==> src/rtl/wb_port_arbiter.sv <==
// Register-file write-port arbiter: writeback (A) has priority over a FIFO of multi-cycle unit results (B).
// Optional anti-starvation stall of A is enabled by defining WB_STARVE_GUARD_EN.
module wb_port_arbiter #(
  parameter int DATA_W     = 16,
  parameter int ADDR_W     = 3,
  parameter int DEPTH      = 2,
  parameter int STARVE_MAX = 3
) (
  input  logic                       clk,
  input  logic                       reset,
  input  logic                       a_valid_i,
  input  logic [ADDR_W-1:0]          a_addr_i,
  input  logic [DATA_W-1:0]          a_data_i,
  output logic                       a_stall_o,
  input  logic                       b_valid_i,
  output logic                       b_ready_o,
  input  logic [ADDR_W-1:0]          b_addr_i,
  input  logic [DATA_W-1:0]          b_data_i,
  output logic                       rf_we_o,
  output logic [ADDR_W-1:0]          rf_waddr_o,
  output logic [DATA_W-1:0]          rf_wdata_o,
  output logic [$clog2(DEPTH):0]     fifo_count_o
);
  localparam int PW = $clog2(DEPTH);
  localparam int CW = PW + 1;

  typedef struct packed {
    logic [ADDR_W-1:0] addr;
    logic [DATA_W-1:0] data;
  } wr_t;

  wr_t           mem_q [DEPTH];
  logic [PW-1:0] wptr_q, wptr_d, rptr_q, rptr_d;
  logic [CW-1:0] count_q, count_d;

  logic              rf_we_q, rf_we_d;
  logic [ADDR_W-1:0] rf_waddr_q, rf_waddr_d;
  logic [DATA_W-1:0] rf_wdata_q, rf_wdata_d;

  logic push, pop, grant_a, nonempty;
  wr_t  head;

  assign nonempty  = (count_q != '0);
  assign head      = mem_q[rptr_q];
  // Full blocks a push even if the head pops this cycle: no pass-through.
  assign b_ready_o = !reset && (count_q < CW'(DEPTH));
  assign push      = b_valid_i && b_ready_o;
  assign grant_a   = !reset && a_valid_i && !a_stall_o;
  assign pop       = !reset && !grant_a && nonempty;

`ifdef WB_STARVE_GUARD_EN
  localparam int WW = $clog2(STARVE_MAX + 2);
  logic [WW-1:0] wait_q, wait_d;

  assign a_stall_o = !reset && (wait_q >= WW'(STARVE_MAX)) && nonempty;

  // Counts cycles the head sits un-granted; saturates at the threshold.
  always_comb begin
    wait_d = wait_q;
    if (!nonempty || pop)              wait_d = '0;
    else if (wait_q < WW'(STARVE_MAX)) wait_d = wait_q + WW'(1);
  end

  always_ff @(posedge clk) begin
    if (reset) wait_q <= '0;
    else       wait_q <= wait_d;
  end
`else
  assign a_stall_o = 1'b0;
`endif

  always_comb begin
    wptr_d  = push ? wptr_q + PW'(1) : wptr_q;
    rptr_d  = pop  ? rptr_q + PW'(1) : rptr_q;
    count_d = count_q + CW'(push) - CW'(pop);
  end

  always_comb begin
    rf_we_d    = 1'b0;
    rf_waddr_d = rf_waddr_q;
    rf_wdata_d = rf_wdata_q;
    if (grant_a) begin
      rf_we_d    = (a_addr_i != '0);
      rf_waddr_d = a_addr_i;
      rf_wdata_d = a_data_i;
    end else if (pop) begin
      rf_we_d    = (head.addr != '0);
      rf_waddr_d = head.addr;
      rf_wdata_d = head.data;
    end
  end

  always_ff @(posedge clk) begin
    if (reset) begin
      wptr_q     <= '0;
      rptr_q     <= '0;
      count_q    <= '0;
      rf_we_q    <= 1'b0;
      rf_waddr_q <= '0;
      rf_wdata_q <= '0;
    end else begin
      wptr_q     <= wptr_d;
      rptr_q     <= rptr_d;
      count_q    <= count_d;
      rf_we_q    <= rf_we_d;
      rf_waddr_q <= rf_waddr_d;
      rf_wdata_q <= rf_wdata_d;
    end
  end

  // Storage needs no reset; occupancy and pointers define validity.
  always_ff @(posedge clk) begin
    if (push) mem_q[wptr_q] <= '{addr: b_addr_i, data: b_data_i};
  end

  assign rf_we_o      = rf_we_q;
  assign rf_waddr_o   = rf_waddr_q;
  assign rf_wdata_o   = rf_wdata_q;
  assign fifo_count_o = count_q;
endmodule

==> config.mk <==
export PLATFORM = sky130hd
export DESIGN_NAME = wb_port_arbiter
export DESIGN_NICKNAME = d
export VERILOG_FILES = /design/src/rtl/wb_port_arbiter.sv
export SDC_FILE = /design/constraint.sdc
export NUM_CORES = 1
export LEC_CHECK = 0
export CORE_UTILIZATION = 48
export DETAILED_ROUTE_END_ITERATION = 8
export GPL_TIMING_DRIVEN = 0
export PLACE_DENSITY = 0.84
export SYNTH_ARGS = -nofsm -noshare
export SYNTH_HDL_FRONTEND = slang
export SYNTH_SLANG_ARGS = --single-unit
==> constraint.sdc <==
create_clock -name clk -period 2.7 [get_ports clk]
set_clock_uncertainty 0.05 [all_clocks]
set_input_delay 0.405 -clock clk [delete_from_list [all_inputs] [get_ports clk]]
set_output_delay 0.405 -clock clk [all_outputs]
set_load 0.1 [all_outputs]
* Yosys cells after proc, flatten, opt, wreduce, memory -nomap -nowiden
Memory sizes are Yosys's and may differ from the RTL's. A register that Yosys moved wholly into a read port is not among the register bits. Cells that the tools add are included.
Operators by class: add/sub/neg operators 4, $lt $le $gt $ge 1, muxes and demuxes 10, reductions and logical operators 11
Operator list (count):
- two-way mux 16 bit | 2
- two-way mux 1 bit | 6
- two-way mux 3 bit | 2
- nonzero test 3 bit | 2
- logical AND 1 bit | 5
- nonzero test 2 bit | 2
- adder 1 bit, second input constant | 2
- adder 2 x 1 -> 2 bit | 1
- logical NOT 1 bit | 2
- < comparator 2 bit, second input constant | 1
- subtractor 2 x 1 -> 2 bit | 1
Word-level totals: register bits after elaboration 24, memory bits (writable) 38, input port bits 42, output and inout port bits 24, memories 1
Memory list:
- mem_q | words 2, width 19, read ports 1, clocked after Yosys merged registers in 1, write ports 1, line 32 | wr_t mem_q [DEPTH];

* Logic depth before layout (Yosys ltp)
Gate-level depths: netlist (run 1).
depth after elaboration 7, gate-level depth with buffers 8, depth with buffers taken out 6

* Worst setup path before layout (run 1)
No wires, ideal clock.
path type reg2reg, from reg count_q[1] (netlist: fifo_count_o[1]), to mem mem_q[0][0] (netlist bit), enable pin, setup time 0.395 ns, arrival 3.278 ns, data required time 2.255 ns, path slack -1.023 ns, stages on the path, launching flop included 4, path buffers 0, period minus slack after synthesis 3.723 ns, cell sequence dfxtp_1 nor2_1 nand2_1 nor2_1
On the way: word-level cells in the longest chain between the ends 5
Ends and longest elaborated chain:
- from (decl) | line 34 | logic [CW-1:0] count_q, count_d;
- from (signal assigned) | line 104 | count_q <= count_d;
- < comparator 2 bit | line 46 | assign b_ready_o = !reset && (count_q < CW'(DEPTH));
- logical AND 1 bit | line 46
- via b_ready_o | line 16 | output logic b_ready_o,
- logical AND 1 bit | line 47 | assign push = b_valid_i && b_ready_o;
- two-way mux 1 bit | line 113 | if (push) mem_q[wptr_q] <= '{addr: b_addr_i, data: b_data_i};
- two-way mux 1 bit (not written as such) | line 113
- to (decl) | line 32
The timed path passes the listed nets, and every way through them passes these cells.

* Final worst setup path (run 1)
from reg count_q[1] (netlist: fifo_count_o[1]), to out fifo_count_o[1]
RTL lines:
- to (decl) | line 22 | output logic [$clog2(DEPTH):0] fifo_count_o
No word-level cell between the ends.

==> reports/results.ini, run 1 <==
[pwr]
peakVddDrop_v=0.0004844
p_per_area_nw_per_um2=694.3
total_leakage_power_uw=0.001218
p_total_uw=2390

[floorplanning]
die_y_um=74.92
num_io_pins=66
chipWidth_um=74.92
row_count=26
core_area_um2=5107
start_util_pct=49.98
design.die.area_um2=5613

[critical_path]
crit_family=buffers and inverters
path_class=register to output pin
cp.buffers_inverters=1
arrival_ns=2.02
start_kind=register
max_stage_delay_ns=1.21
crit_chain=clkdlybuf4s50_1
crit_path_end_kind=output pin
cp_data_required_time_ns=2.25
crit_slowest_cell=clkdlybuf4s50_1
worstPathMaxFanout=6

[logic_synthesis]
syn_nets=210
syn_area_um2=2552
synth_seq_area_share_pct=64.31
yosys_warnings=0
netlist_instances=167
syn_avg_cell_area_um2=15.28
synth.distinct_cells=37
yosys_register_bits=63

[grt]
overflow=0
grt_use_total_pct=21.51
antenna_found_initial=0
grt_pass1_vias=1668
grt_pass1_wl_um=8349
grt_max_degree=20

[route]
postRouteAntennaNets=0
dr_total_vias=1685
post_drt_wl_per_cell_um=16.67
drt_iter0_drc=70
vias_per_cell=5.332
drc=0
finalWirelength_um=5269
drtPass1Iterations=5

[timing]
whs_ns=0.4603
rsz0062_at_grt=false
post-route-period-util_pct=91.74
finalHoldViolations=0
slew_headroom_pct=31.92
slew_viol_final=0
max_freq_mhz=403.7
tightest_slew_ns=1.020
min_period_ns=2.477
finalSetupViolCount=0
post-route-worst-setup-slack_ns=0.2230

[placed_design]
dpl-instance-area_um2=3291
dp_hpwl_um=3694
dpl_worst_slack_ns=-0.2665
place_congestion=0.7575
port_buffers=64

[cells_and_area]
drive_above_1_share_pct=17.48
stdcell_area_um2=3442
register_area_um2=1642
layout_common_cells=clkdlybuf4s50_1, edfxtp_1, dfxtp_1, a221o_1, nor4bb_1
multi_input_area_um2=825.8
layout_commonest_cell=clkdlybuf4s50_1
nets=285
final_util_pct=67.39
fill_cells=390
area_growth_syn_to_layout_pct=34.85
antenna_cells=0

[run_status]
status=finished clean

[cts]
htreeDepth=3
postCtsSetupRepairBufs=0
cts_buffer_depth=2
cts-buffers-inserted=9
clk-insertion-delay-late_ns=0.33
clk_pin_slew_ns=0.06
cts_tree=done
holdBufCountCts=0
clock_sinks=63
clockRootBuffer=clkbuf_8

[min_path]
hold_path.class=register to register

[job]
max-cap-violations=0

metal layers:
layer  part of all wire [%]  vias up  track usage [%]
li1                       -      812                -
met1                     42      817            25.18
met2                     52       48            35.74
met3                    4.2        8            4.819
met4                    1.9        0            14.05
met5                      0        -                0
sequential cells by signal, summed over array words and instances (netlist names), named ones only:
| register | flops |
|---|---|
| wptr_q | 1 |
| mem_q | 38 |
| rf_waddr_o | 3 |
| rf_we_o | 1 |
| rf_wdata_o | 16 |
| fifo_count_o | 2 |
| rptr_q | 1 |
synthesized netlist by cell type, drive strengths merged:
library cell,count,area share [%]
a211oi,3,1.5
a21o,1,0.29
a21oi,3,0.59
a221o,14,5.5
and3,1,0.25
and4bb,2,0.98
buf,11,3.2
clkbuf,3,0.54
conb,1,0.15
dfxtp,25,20
edfxtp,38,45
ha,1,0.49
mux2,17,7.5
mux2i,5,2.0
nand2,2,0.29
nand3,1,0.20
nand3b,2,0.59
nand4bb,1,0.44
nor2,5,1.1
nor2b,3,0.74
nor3,4,0.78
nor4bb,12,4.7
o211ai,2,0.98
o21ai,2,0.39
o31ai,1,0.29
or2,2,0.49
or3,1,0.25
or4b,1,0.39
or4bb,1,0.44
xnor2,2,0.69
where the power goes:
group          internal [uW]  switching [uW]
registers               1090            28.7
clock network            348             320
logic                    206             398
logic make-up (layout without fill, tap and decap cells):
logic type                 count (synthesis)  in the layout  share of synthesized area (%)
AOI/OAI and AO/OA                         26             26                          9.509
xor gates and xnor gates                   2              2                         0.6864
adders and majority gates                  1              1                         0.4901
buffers and inverters                     14             93                          3.725
DFF                                       63             63                          64.31
muxes                                     22             22                          9.461
other                                      1              1                         0.1469
and+or+nand+nor                           38             38                          11.67
cell type report:
class	count	share of cell area, %
Tap cell	70	2.545
Timing Repair Buffer	64	18.47
Buffer	14	2.763
Multi-Input combinational cell	90	23.99
Clock buffer	13	4.326
Sequential cell	63	47.69
Clock inverter	2	0.2181
repair_timing:
action | in CTS | in global routing
endpoints found under the setup margin | 1 | 1
gates resized for setup | 1 | 2
hold endpoints to repair | 0 | 0
path summary, 6_finish.rpt:
path	slack, ns	start	cells after the start	to
hold / removal	0.46	rptr_q	2	rptr_q
hold reg to reg	0.46	rptr_q	2	rptr_q
setup / recovery	0.22	fifo_count_o[1]	1	fifo_count_o[1]
setup reg to reg	0.87	fifo_count_o[1]	3	mem_q[0][18]
metrics by stage:
stage,std cells,TNS [ns]
6_report,316,0
5_1_grt,316,0
4_1_cts,316,0
3_5_place_dp,301,-0.2665
3_3_place_gp,301,-0.2512
2_1_floorplan,167,0
(Power assumes the default switching activity.)
==> inputs of run 2 (changes only) <==
--- a/config.mk
+++ b/config.mk
@@ -6,9 +6,11 @@
 export NUM_CORES = 1
 export LEC_CHECK = 0
 export CORE_UTILIZATION = 48
+export CTS_CLUSTER_DIAMETER = 80
 export DETAILED_ROUTE_END_ITERATION = 8
 export GPL_TIMING_DRIVEN = 0
 export PLACE_DENSITY = 0.84
+export RECOVER_POWER = 50
 export SYNTH_ARGS = -nofsm -noshare
 export SYNTH_HDL_FRONTEND = slang
 export SYNTH_SLANG_ARGS = --single-unit
==> reports/results.ini, run 2 (synthesis gave the netlist of run 1 again) <==
[run_status]
status=finished clean

[cells_and_area]
antenna_cells=0
stdcell_area_um2=3422
fill_cells=395
final_cells=316
largest_register_ffs=38
layout_commonest_cell=clkdlybuf4s50_1
layout_common_cells=clkdlybuf4s50_1, edfxtp_1, dfxtp_1, dlygate4sd3_1, a221o_1
nets=285
drive_above_1_share_pct=15.45
multi_input_area_um2=815.8
register_area_um2=1642
max_flop_register=mem_q
area_growth_syn_to_layout_pct=34.07

[pwr]
p_per_area_nw_per_um2=697.2
total_leakage_power_uw=0.001205
peakVddDrop_v=0.0004907

[critical_path]
cp-startpoint=fifo_count_o[1]
worstPathMaxFanout=6
path_class=register to output pin
start_kind=register
crit_family=buffers and inverters
crit_path_end_kind=output pin
max_stage_delay_ns=1.21
crit_path_end=fifo_count_o[1]
reg2reg_slack_ns=0.87
crit_slowest_cell=clkdlybuf4s50_1
rr_startpoint=fifo_count_o[1]
arrival_ns=2.03
cp.buffers_inverters=1
rr_worst_depth=3
cp_data_required_time_ns=2.25
crit_chain=clkdlybuf4s50_1
path_depth=1
r2r-end=mem_q[0][18]

[cts]
clk_pin_slew_ns=0.06
postCtsSetupRepairBufs=0
clk-insertion-delay-late_ns=0.33
holdBufCountCts=0
clock_sinks=63
clockRootBuffer=clkbuf_8
cts_buffer_depth=2
cts_resized=1
cts-buffers-inserted=9
htreeDepth=3
cts_tree=done

[timing]
post-route-worst-setup-slack_ns=0.2185
timing.setup.tns_ns=0
slew_headroom_pct=32.55
post-route-period-util_pct=91.91
tightest_slew_ns=1.011
max_freq_mhz=403.0
rsz0062_at_grt=false
slew_viol_final=0
finalHoldViolations=0
whs_ns=0.4624
finalSetupViolCount=0
min_period_ns=2.482

[job]
max-cap-violations=0

[route]
finalWirelength_um=5285
drt_iter0_drc=86
postRouteAntennaNets=0
post_drt_wl_per_cell_um=16.72
vias_per_cell=5.364
drtPass1Iterations=4
dr_total_vias=1695
drc=0

[placed_design]
dp_hpwl_um=3694
place_congestion=0.7575
port_buffers=64
dpl-instance-area_um2=3291
dpl_worst_slack_ns=-0.2665
placed_cells=301

[floorplanning]
start_util_pct=49.98
chipWidth_um=74.92
design.die.area_um2=5613
row_count=26
num_io_pins=66
core_area_um2=5107
die_y_um=74.92

[grt]
overflow=0
grt_pass1_wl_um=8349
grt_max_degree=20
grt_pass1_vias=1668
antenna_found_initial=0
grt_use_total_pct=21.51

[min_path]
hold_path.class=register to register
whs_path_depth=2

==> run 2: worst min path at each step <==
stage | startpoint | to
after floorplan | rptr_q | register
after global placement | rptr_q | rptr_q
after detailed placement | rptr_q | register
after CTS | rptr_q | register
after global routing | rptr_q | rptr_q
final | rptr_q | rptr_q
==> run 2: layout make-up <==
cell class | instances | share of cell area (%)
Timing Repair Buffer | 64 | 18.57
Sequential cell | 63 | 47.97
Multi-Input combinational cell | 90 | 23.84
Clock inverter | 2 | 0.2194
Tap cell | 70 | 2.559
Buffer | 14 | 2.486
Clock buffer | 13 | 4.351
==> run 2: metal layers <==
metal  vias to the layer above  track usage [%]  part of all wire, %
met1                       826            25.18                   41
met4                         0            14.05                  2.6
li1                        805                -                    -
met5                         -                0                    0
met2                        50            35.74                   51
met3                        14            4.819                  4.3
==> run 2: stage by stage <==
stage                     util [%]  total power (uW)
after global routing         67.00              2464
final                        67.00              2386
after floorplan                  -              1563
after global placement       64.43              1733
after detailed placement     64.43              1743
after CTS                    67.47              2407
==> run 2: power breakdown <==
part / switching (uW) / leakage (uW) / total, uW / internal (uW)
registers: 28.9 / 0.000555 / 1120 / 1090
logic: 397 / 0.000572 / 594 / 197
clock network: 326 / 0.0000786 / 674 / 348
